--- config.mk ---
export PLATFORM = sky130hd
export DESIGN_NAME = io_uart_flat
export DESIGN_NICKNAME = d
export VERILOG_FILES = /design/src/rtl/io_uart_if.sv /design/src/rtl/io_uart.sv /design/src/flat_wrapper.sv
export SDC_FILE = /design/constraint.sdc
export NUM_CORES = 1
export LEC_CHECK = 0
export ABC_AREA = 0
export CAP_MARGIN = 20
export CORE_MARGIN = 8
export CORE_UTILIZATION = 30
export CTS_CLUSTER_DIAMETER = 150
export DETAILED_ROUTE_END_ITERATION = 10
export DONT_BUFFER_PORTS = 1
export PLACE_DENSITY = 0.49
export SYNTH_ARGS = -nofsm -noshare
export SYNTH_HDL_FRONTEND = slang
export SYNTH_SLANG_ARGS = --single-unit
--- constraint.sdc ---
create_clock -name CLK -period 2.3 [get_ports CLK]
set_input_delay 0.345 -clock CLK [delete_from_list [all_inputs] [get_ports CLK]]
set_output_delay 0.345 -clock CLK [all_outputs]
set_load 0.01 [all_outputs]
--- src/rtl/io_uart_if.sv ---
// rtl/io_uart_if.sv - IO port bundle (index, write data, write strobe, read data) for io_uart.
interface io_uart_if;
  logic [3:0]  IOA;
  logic [31:0] IOD;
  logic        IOE;
  logic [31:0] IOQ;

  modport master (output IOA, output IOD, output IOE, input IOQ);
  modport slave  (input IOA, input IOD, input IOE, output IOQ);
endinterface

--- src/rtl/io_uart.sv ---
// rtl/io_uart.sv - 8N1 UART on the IO port: TX FIFO + serialiser, mid-bit RX sampler, programmable bit period.
// Optional register 3 CTRL (internal TXD->RX loopback) enabled by IO_UART_LOOPBACK_EN.
module io_uart #(
  parameter int          TX_DEPTH_LOG2 = 2,
  parameter int unsigned DIV_RESET     = 433
) (
  input  logic     CLK,
  input  logic     N_RST,
  io_uart_if.slave bus,
  output logic     TXD,
  input  logic     RXD
);
  localparam int DEPTH = 1 << TX_DEPTH_LOG2;
  localparam int PW    = TX_DEPTH_LOG2 + 1;

  typedef enum logic [1:0] {TX_IDLE, TX_START, TX_DATA, TX_STOP} tx_state_t;
  typedef enum logic [2:0] {RX_IDLE, RX_START, RX_DATA, RX_STOP, RX_WAIT_HIGH} rx_state_t;

  logic        wr_data, wr_status, wr_div;
  logic        clr_pop, clr_tx_ovf, clr_rx_ovf;
  logic [15:0] divisor;
  logic        tx_ovf, rx_ovf, rx_valid;
  logic [7:0]  rx_byte;
  logic        tx_idle;

  assign wr_data    = bus.IOE && (bus.IOA == 4'd0);
  assign wr_status  = bus.IOE && (bus.IOA == 4'd1);
  assign wr_div     = bus.IOE && (bus.IOA == 4'd2);
  assign clr_pop    = wr_status && bus.IOD[0];
  assign clr_tx_ovf = wr_status && bus.IOD[1];
  assign clr_rx_ovf = wr_status && bus.IOD[2];

  // TX FIFO: extra pointer MSB separates full from empty
  logic [7:0]    fifo_mem [DEPTH];
  logic [PW-1:0] wr_ptr, rd_ptr;
  logic          fifo_empty, fifo_full, fifo_push, tx_pop;
  logic [7:0]    fifo_head;

  assign fifo_empty = (wr_ptr == rd_ptr);
  assign fifo_full  = (wr_ptr[PW-1] != rd_ptr[PW-1]) &&
                      (wr_ptr[PW-2:0] == rd_ptr[PW-2:0]);
  assign fifo_push  = wr_data && !fifo_full;
  assign fifo_head  = fifo_mem[rd_ptr[PW-2:0]];

  always_ff @(posedge CLK) begin
    if (fifo_push) fifo_mem[wr_ptr[PW-2:0]] <= bus.IOD[7:0];
  end

  always_ff @(posedge CLK or negedge N_RST) begin
    if (!N_RST) begin
      wr_ptr <= '0;
      rd_ptr <= '0;
    end else begin
      if (fifo_push) wr_ptr <= wr_ptr + PW'(1);
      if (tx_pop)    rd_ptr <= rd_ptr + PW'(1);
    end
  end

  // TX serialiser
  tx_state_t   tx_state, tx_state_n;
  logic [15:0] tx_cnt, tx_cnt_n;
  logic [2:0]  tx_bit, tx_bit_n;
  logic [7:0]  tx_shift, tx_shift_n;
  logic        txd_n;

  always_ff @(posedge CLK or negedge N_RST) begin
    if (!N_RST) begin
      tx_state <= TX_IDLE;
      tx_cnt   <= '0;
      tx_bit   <= '0;
      tx_shift <= '0;
      TXD      <= 1'b1;
    end else begin
      tx_state <= tx_state_n;
      tx_cnt   <= tx_cnt_n;
      tx_bit   <= tx_bit_n;
      tx_shift <= tx_shift_n;
      TXD      <= txd_n;
    end
  end

  always_comb begin
    tx_state_n = tx_state;
    tx_cnt_n   = tx_cnt;
    tx_bit_n   = tx_bit;
    tx_shift_n = tx_shift;
    txd_n      = TXD;
    tx_pop     = 1'b0;
    if (tx_state != TX_IDLE && tx_cnt != 16'd0) begin
      tx_cnt_n = tx_cnt - 16'd1;
    end else begin
      case (tx_state)
        TX_IDLE, TX_STOP: begin
          // Popping straight out of STOP chains frames with no idle gap
          if (!fifo_empty) begin
            tx_pop     = 1'b1;
            tx_shift_n = fifo_head;
            tx_cnt_n   = divisor;
            tx_state_n = TX_START;
            txd_n      = 1'b0;
          end else begin
            tx_state_n = TX_IDLE;
            txd_n      = 1'b1;
          end
        end
        TX_START: begin
          tx_state_n = TX_DATA;
          tx_bit_n   = 3'd0;
          tx_cnt_n   = divisor;
          txd_n      = tx_shift[0];
          tx_shift_n = {1'b0, tx_shift[7:1]};
        end
        TX_DATA: begin
          tx_cnt_n = divisor;
          if (tx_bit == 3'd7) begin
            tx_state_n = TX_STOP;
            txd_n      = 1'b1;
          end else begin
            tx_bit_n   = tx_bit + 3'd1;
            txd_n      = tx_shift[0];
            tx_shift_n = {1'b0, tx_shift[7:1]};
          end
        end
      endcase
    end
  end

  assign tx_idle = fifo_empty && (tx_state == TX_IDLE);

  // RX input select and synchroniser
  logic rx_in, rx_s1, rx_s2, rx_prev;

`ifdef IO_UART_LOOPBACK_EN
  logic loopback;

  always_ff @(posedge CLK or negedge N_RST) begin
    if (!N_RST)                            loopback <= 1'b0;
    else if (bus.IOE && bus.IOA == 4'd3)   loopback <= bus.IOD[0];
  end

  assign rx_in = loopback ? TXD : RXD;
`else
  assign rx_in = RXD;
`endif

  always_ff @(posedge CLK or negedge N_RST) begin
    if (!N_RST) begin
      rx_s1   <= 1'b1;
      rx_s2   <= 1'b1;
      rx_prev <= 1'b1;
    end else begin
      rx_s1   <= rx_in;
      rx_s2   <= rx_s1;
      rx_prev <= rx_s2;
    end
  end

  // RX sampler: half-period wait after the falling edge lands later samples mid-bit
  rx_state_t   rx_state, rx_state_n;
  logic [15:0] rx_cnt, rx_cnt_n;
  logic [2:0]  rx_bit, rx_bit_n;
  logic [7:0]  rx_shift, rx_shift_n;
  logic        rx_done;

  always_ff @(posedge CLK or negedge N_RST) begin
    if (!N_RST) begin
      rx_state <= RX_IDLE;
      rx_cnt   <= '0;
      rx_bit   <= '0;
      rx_shift <= '0;
    end else begin
      rx_state <= rx_state_n;
      rx_cnt   <= rx_cnt_n;
      rx_bit   <= rx_bit_n;
      rx_shift <= rx_shift_n;
    end
  end

  always_comb begin
    rx_state_n = rx_state;
    rx_cnt_n   = rx_cnt;
    rx_bit_n   = rx_bit;
    rx_shift_n = rx_shift;
    rx_done    = 1'b0;
    case (rx_state)
      RX_IDLE: begin
        if (rx_prev && !rx_s2) begin
          rx_cnt_n   = {1'b0, divisor[15:1]};
          rx_state_n = RX_START;
        end
      end
      RX_START: begin
        if (rx_cnt != 16'd0) begin
          rx_cnt_n = rx_cnt - 16'd1;
        end else if (!rx_s2) begin
          rx_cnt_n   = divisor;
          rx_bit_n   = 3'd0;
          rx_state_n = RX_DATA;
        end else begin
          rx_state_n = RX_IDLE;
        end
      end
      RX_DATA: begin
        if (rx_cnt != 16'd0) begin
          rx_cnt_n = rx_cnt - 16'd1;
        end else begin
          rx_shift_n = {rx_s2, rx_shift[7:1]};
          rx_cnt_n   = divisor;
          if (rx_bit == 3'd7) rx_state_n = RX_STOP;
          else                rx_bit_n   = rx_bit + 3'd1;
        end
      end
      RX_STOP: begin
        if (rx_cnt != 16'd0) begin
          rx_cnt_n = rx_cnt - 16'd1;
        end else if (rx_s2) begin
          rx_done    = 1'b1;
          rx_state_n = RX_IDLE;
        end else begin
          rx_state_n = RX_WAIT_HIGH;
        end
      end
      RX_WAIT_HIGH: begin
        if (rx_s2) rx_state_n = RX_IDLE;
      end
      default: rx_state_n = RX_IDLE;
    endcase
  end

  // Register file; a set always beats a coincident clear
  always_ff @(posedge CLK or negedge N_RST) begin
    if (!N_RST) begin
      divisor  <= 16'(DIV_RESET);
      tx_ovf   <= 1'b0;
      rx_ovf   <= 1'b0;
      rx_valid <= 1'b0;
      rx_byte  <= '0;
    end else begin
      if (wr_div) divisor <= bus.IOD[15:0];

      if (wr_data && fifo_full) tx_ovf <= 1'b1;
      else if (clr_tx_ovf)      tx_ovf <= 1'b0;

      if (rx_done) begin
        rx_byte  <= rx_shift;
        rx_valid <= 1'b1;
      end else if (clr_pop) begin
        rx_valid <= 1'b0;
      end

      if (rx_done && rx_valid && !clr_pop) rx_ovf <= 1'b1;
      else if (clr_rx_ovf)                 rx_ovf <= 1'b0;
    end
  end

  always_comb begin
    bus.IOQ = '0;
    case (bus.IOA)
      4'd0: bus.IOQ = {23'b0, rx_valid, rx_byte};
      4'd1: bus.IOQ = {27'b0, rx_ovf, tx_ovf, rx_valid, fifo_full, tx_idle};
      4'd2: bus.IOQ = {16'b0, divisor};
`ifdef IO_UART_LOOPBACK_EN
      4'd3: bus.IOQ = {31'b0, loopback};
`endif
      default: bus.IOQ = '0;
    endcase
  end
endmodule

--- src/flat_wrapper.sv ---
// flat-port wrapper written by rule: the top's interface ports become plain ports
module io_uart_flat 
#(
  parameter int          TX_DEPTH_LOG2 = 2,
  parameter int unsigned DIV_RESET     = 433
)
  (CLK, N_RST, TXD, RXD, bus_IOA, bus_IOD, bus_IOE, bus_IOQ);
  io_uart_if bus_i ();
  input  logic CLK;
  input  logic N_RST;
  output logic TXD;
  input  logic RXD;
  input wire logic [$bits(bus_i.IOA)-1:0] bus_IOA;
  input wire logic [$bits(bus_i.IOD)-1:0] bus_IOD;
  input wire logic [$bits(bus_i.IOE)-1:0] bus_IOE;
  output wire logic [$bits(bus_i.IOQ)-1:0] bus_IOQ;
  assign bus_i.IOA = bus_IOA;
  assign bus_i.IOD = bus_IOD;
  assign bus_i.IOE = bus_IOE;
  assign bus_IOQ = bus_i.IOQ;
  io_uart #(.TX_DEPTH_LOG2(TX_DEPTH_LOG2), .DIV_RESET(DIV_RESET)) u_core (.CLK(CLK), .N_RST(N_RST), .bus(bus_i), .TXD(TXD), .RXD(RXD));
endmodule
# Word-level counts from Yosys, hierarchy flattened
# Memories as Yosys holds them, arrays and structs flattened.
# Index checks and enable logic that the tools add are counted.
[word_totals] ff_bits=96 ramBits=32 in_bits=40 out_inout_bits=33 elab_cells=143 mem_count=1
[memory_table] memory="u_core.fifo_mem" depth=4 width=8 rd=1 rd_clocked_by_memory_dff=0 wr=1 line="io_uart.sv:34" text="logic [7:0] fifo_mem [DEPTH];"
[classes] add_sub_neg=6 eq_ne=28 n_mux=49 n_bitwise=2 n_reduce_logical=38
[op_table] cell="$mux 16" n=7
[op_table] cell="$pmux 16 s4" n=1
[op_table] cell="$pmux 16 s3" n=1
[op_table] cell="$mux 3" n=12
[op_table] cell="$pmux 16 s2" n=1
[op_table] cell="$reduce_bool 16->1" n=2
[op_table] cell="$sub 16x1->16 const B" n=2
[op_table] cell="$pmux 8 s3" n=1
[op_table] cell="$mux 1" n=17
[op_table] cell="$mux 8" n=2
[op_table] cell="$pmux 3 s5" n=1
[op_table] cell="$logic_and 1x1->1" n=14
[op_table] cell="$ne 2x2->1 const B" n=7
[op_table] cell="$add 3x1->3 const B" n=4
[op_table] cell="$pmux 3 s2" n=2
[op_table] cell="$reduce_bool 2->1" n=6
[op_table] cell="$ne 2x1->1 const B" n=5
[op_table] cell="$eq 3x3->1 const B" n=3
[op_table] cell="$eq 3x2->1 const B" n=2
[op_table] cell="$ne 3x3->1 const B" n=2
[op_table] cell="$pmux 2 s3" n=1
[op_table] cell="$reduce_and 3->1" n=2
[op_table] cell="$reduce_and 6->1" n=1
[op_table] cell="$reduce_and 5->1" n=1
[op_table] cell="other kinds (19)" n=26

# Depth between registers and ports, before layout
[depth] word_depth=6 ltp_mapped=9 mapped_depth_nobuf=7

# Least setup slack after synthesis
# OpenSTA, ideal clock, no wires.
[synth_timing] path_kind="flip-flop to flip-flop" start="register u_core.rx_cnt[12]" end="register u_core.rx_cnt[0]" setup_ps=126 t_arrival_ps=2392 path_slack_ps=-218 stages_incl_launch_ff=9 path_buffers=4 period_less_slack_ps=2518 path_cell_list="dfrtp_1 buf_6 or4_1 clkbuf_2 or4_4 buf_6 o21a_4 buf_6 a221o_1"
[synth_via] elab_chain_cells=3 word_cells_on_any_way=7 cone_classes="eq/ne (2); mux (3); reduce/logical (2)"
[synth_rtl] item="start: declaration" line="io_uart.sv:160" text="logic [15:0] rx_cnt, rx_cnt_n;"
[synth_rtl] item="start signal: assignment" line="io_uart.sv:173" text="rx_cnt <= rx_cnt_n;"
[synth_rtl] item="$reduce_bool 16->1 *" line="io_uart.sv:193, io_uart.sv:204, io_uart.sv:214"
[synth_rtl] item="$ne 3x3->1 (no source line), or another cell as far along"
[synth_rtl] item="$reduce_and 4->1 (no source line) or $pmux 16 s4 (tied branches)"
# Every way passes the cells marked *; elsewhere a longest branch is shown, timed or not.
# A chain may end at the register's enable or synchronous reset.

# Worst setup path after layout
[layout_timing] start="register u_core.rx_cnt[0]" end="register u_core.rx_cnt[7]"
[layout_via] elab_chain_cells=3 word_cells_on_any_way=9 cone_classes="add/sub (1); eq/ne (2); mux (4); reduce/logical (2)"
[layout_rtl] item="$sub 16x1->16 or $reduce_bool 16->1 (tied branches)"
[layout_rtl] item="$mux 16, or another cell as far along" line="io_uart.sv:214" text="if (rx_cnt != 16'd0) begin"
[layout_rtl] item="$pmux 16 s4 or $reduce_and 4->1 (tied branches)"
# Several ways; a longest one is shown, not always the timed one. The select of a mux whose other input is x is not followed.

==> flow_summary.yaml <==
run_status:
  status: "finished, violations left"
  violations: "negative hold slack, negative setup slack"
detailed_routing:
  wirelength_mm: 16.5
  via_per_inst: 5.23
  wire_per_inst_um: 17.6
  first_iter_violations: 346
  vias: 4910
  dr.pass1.iters: 5
  ant_nets: 0
  drcViolationCount: 0
grt:
  grt_pass1_wl_mm: 26.9
  grt_pass1_vias: 4963
  grt_max_degree: 97
  grt_usage_pct: 12.7
  antenna_found_initial: 0
  gr-total-overflow: 0
logic_synthesis:
  yosysTopAreaCell: "dfrtp_1"
  ys_async_sr_fraction_pct: 75.0
  synth_flop_cell: "dfrtp_1"
  syn_avg_cell_area_sq_um: 11.1
  ys_top_cells_by_area: "dfrtp_1 (33%), edfxtp_1 (15%), mux2_2 (5.8%), dfstp_2 (3.6%), a22o_1 (2.8%)"
  syn_inst: 593
  ys_seq_area_share_pct: 51.1
  ys_top_cells_by_count: "dfrtp_1 (87), nor2_1 (37), a21oi_1 (35)"
  synth-edff-count: 32
  synth.most_common_cell: "dfrtp_1"
  synth_warnings: 0
  syn-cell-area_sq_mm: 0.00661
  ys_ff_latch: 128
  synth.distinct_cells: 66
  yosysTopAreaCellShare_pct: 33.0
clocking:
  htree_num_levels: 4
  cts_hold_buf: 9
  cts_buffer_depth: 2
  clkTransAtPathRegs_ns: 0.06
  insertion_delay_ns: 0.42
  clkSinkCount: 128
  tritoncts: "yes"
  cts-root-buf: "clkbuf_16"
  numCtsBuffers: 17
placed_design:
  routabilityCongestion: 0.841
  post-dp-hpwl_mm: 11.5
  placed_cells: 896
  post_dp_cell_area_sq_mm: 0.00719
  io_buffers: 0
floorplanning:
  fp.dieW_um: 164
  design.portCount: 73
  rows: 54
  die_h_um: 164
  die-area_sq_mm: 0.0270
  core_sq_mm: 0.0217
  start_util_pct: 30.5
cells_and_area:
  layout-drive-gt1-share_pct: 25.3
  fin_cells: 939
  regArea_sq_mm: 0.00337
  stdcell_area_sq_mm: 0.00796
  layout.nets: 700
  synthToLayoutAreaGrowth_pct: 20.5
  multi_input_area_sq_mm: 0.00303
  antennaDiodeCount: 0
  nFillCells: 2114
sta:
  rsz0062_at_grt: "yes"
  tightest_slew_ns: 0.545
  clock.fmax_mhz: 427
  finalHoldViolations: 96
  setup_ws_ns: -0.0395
  period_needed_ns: 2.34
  finalSetupViolCount: 11
  period_share_pct: 102
  skew_ns: 0.00861
  slew_headroom_pct: 63.6
  slew_viol_final: 0
  whs_ns: -0.373
worst_setup_path:
  crit_required_ns: 2.59
  cp-end-kind: "flip-flop"
  arrival_ns: 2.63
  reg2regPathDepth: 8
  r2r_end: "u_core.rx_cnt[7]"
  critical_path_class: "flip-flop to flip-flop"
  r2r_setup_slack_ns: -0.04
  worst-path-max-fanout: 7
  cp-start-kind: "flip-flop"
  reg2reg_from: "u_core.rx_cnt[0]"
power:
  leakage_nw: 3.32
  worst_ir_drop_vdd_uv: 549
  p_per_area_mw_per_mm2: 1320
  power_w: 0.0105
flow_run:
  cap_violations: 0
min_path:
  hold_class: "input port to async pin"
## worst max-delay path by stage
stage | endpoint | cells past startpoint | slack [ns] | startpoint
finish | u_core.rx_cnt[7] | 8 | -0.04 | u_core.rx_cnt[0]
global route | u_core.rx_cnt[7] | 8 | -0.09 | u_core.rx_cnt[0]
CTS | u_core.rx_cnt[7] | 8 | -0.04 | u_core.rx_cnt[0]
detailed placement | u_core.rx_cnt[8] | 6 | -0.11 | u_core.rx_cnt[6]
global placement | u_core.rx_cnt[9] | 6 | -0.08 | u_core.rx_cnt[6]
floorplan | u_core.rx_cnt[11] | 8 | -0.11 | u_core.rx_cnt[8]
## sequential cells by signal (all words and copies together) (netlist names), 2 cells and up
signal / flops
u_core.rx_shift: 8
u_core.tx_state: 2
u_core.divisor: 16
u_core.rd_ptr: 3
u_core.rx_bit: 3
u_core.rx_state: 3
u_core.tx_bit: 3
u_core.fifo_mem: 32
u_core.rx_cnt: 16
u_core.tx_cnt: 16
u_core.tx_shift: 8
u_core.rx_byte: 8
u_core.wr_ptr: 3
## critical path, stage by stage, from the launching register on
cell and delay, ns:
dfrtp_1 0.39, inv_2 0.08, ha_4 0.13, or3b_4 0.37, or4_4 0.57, a21oi_4 0.16
buf_4 0.17, o31ai_1 0.11, a22o_1 0.25
## where the power goes
| group | switching, W | internal (W) |
|---|---|---|
| combinational | 0.00226 | 0.00199 |
| sequential | 0.000582 | 0.00291 |
| clock | 0.00103 | 0.00177 |
## cell type report
cell class	count	area share [%]
inverter	18	0.849
tap	280	4.40
clock buffer	20	5.74
multi-input combinational	414	38.0
sequential	128	42.4
timing repair buffer	67	6.69
clock inverter	12	1.95
## per-layer routing
layer	global-route usage, %	part of all wire [%]	up-vias
li1	-	-	2325
met1	16.1	45	2459
met2	20.4	48	110
met3	3.84	5.4	16
met4	4.26	1.1	0
met5	0	0	-
## placed cells by master (no fill, tap or decap), types with 9 or more instances in the layout
master / count
conb_1: 16
a311oi_1: 9
mux2_2: 34
buf_4: 56
inv_1: 17
edfxtp_1: 32
dfstp_2: 9
nand3_1: 24
and2_1: 14
dfrtp_1: 87
clkbuf_16: 17
nor2_1: 36
nand2_1: 30
ha_1: 13
a22o_1: 21
o21ai_0: 26
nor3_1: 13
a21oi_1: 34
dlygate4sd3_1: 9
## cells by family after synthesis
| group | synth area share (%) |
|---|---|
| flip-flops | 51.1 |
| AND/OR/NAND/NOR | 14.5 |
| other | 0.0568 |
| buffers and inverters | 5.19 |
| XOR/XNOR | 1.06 |
| AO/OA/AOI/OAI | 15.7 |
| multiplexers | 9.73 |
| adder cells (fa/ha/maj) | 2.65 |
## per-stage QoR
stage	util (%)	setup WS (ns)	hold slack (ns)	setup TNS, ns
global placement	33.2	-0.0758	0.0551	-1.00
global route	36.7	-0.0933	-0.405	-1.43
detailed placement	33.2	-0.109	0.0548	-1.27
CTS	36.5	-0.0433	-0.400	-0.442
floorplan	-	-0.114	0.0494	-1.48
finish	36.7	-0.0395	-0.373	-0.168
## timing repair
action | CTS | global route
hold endpoints to repair | 129 | 96
setup endpoints to repair | 22 | 41
pin swaps | 0 | 3
buffers inserted | 0 | 2
gates resized for setup | 8 | 8
Note: power is estimated with default switching activity, not from simulation.
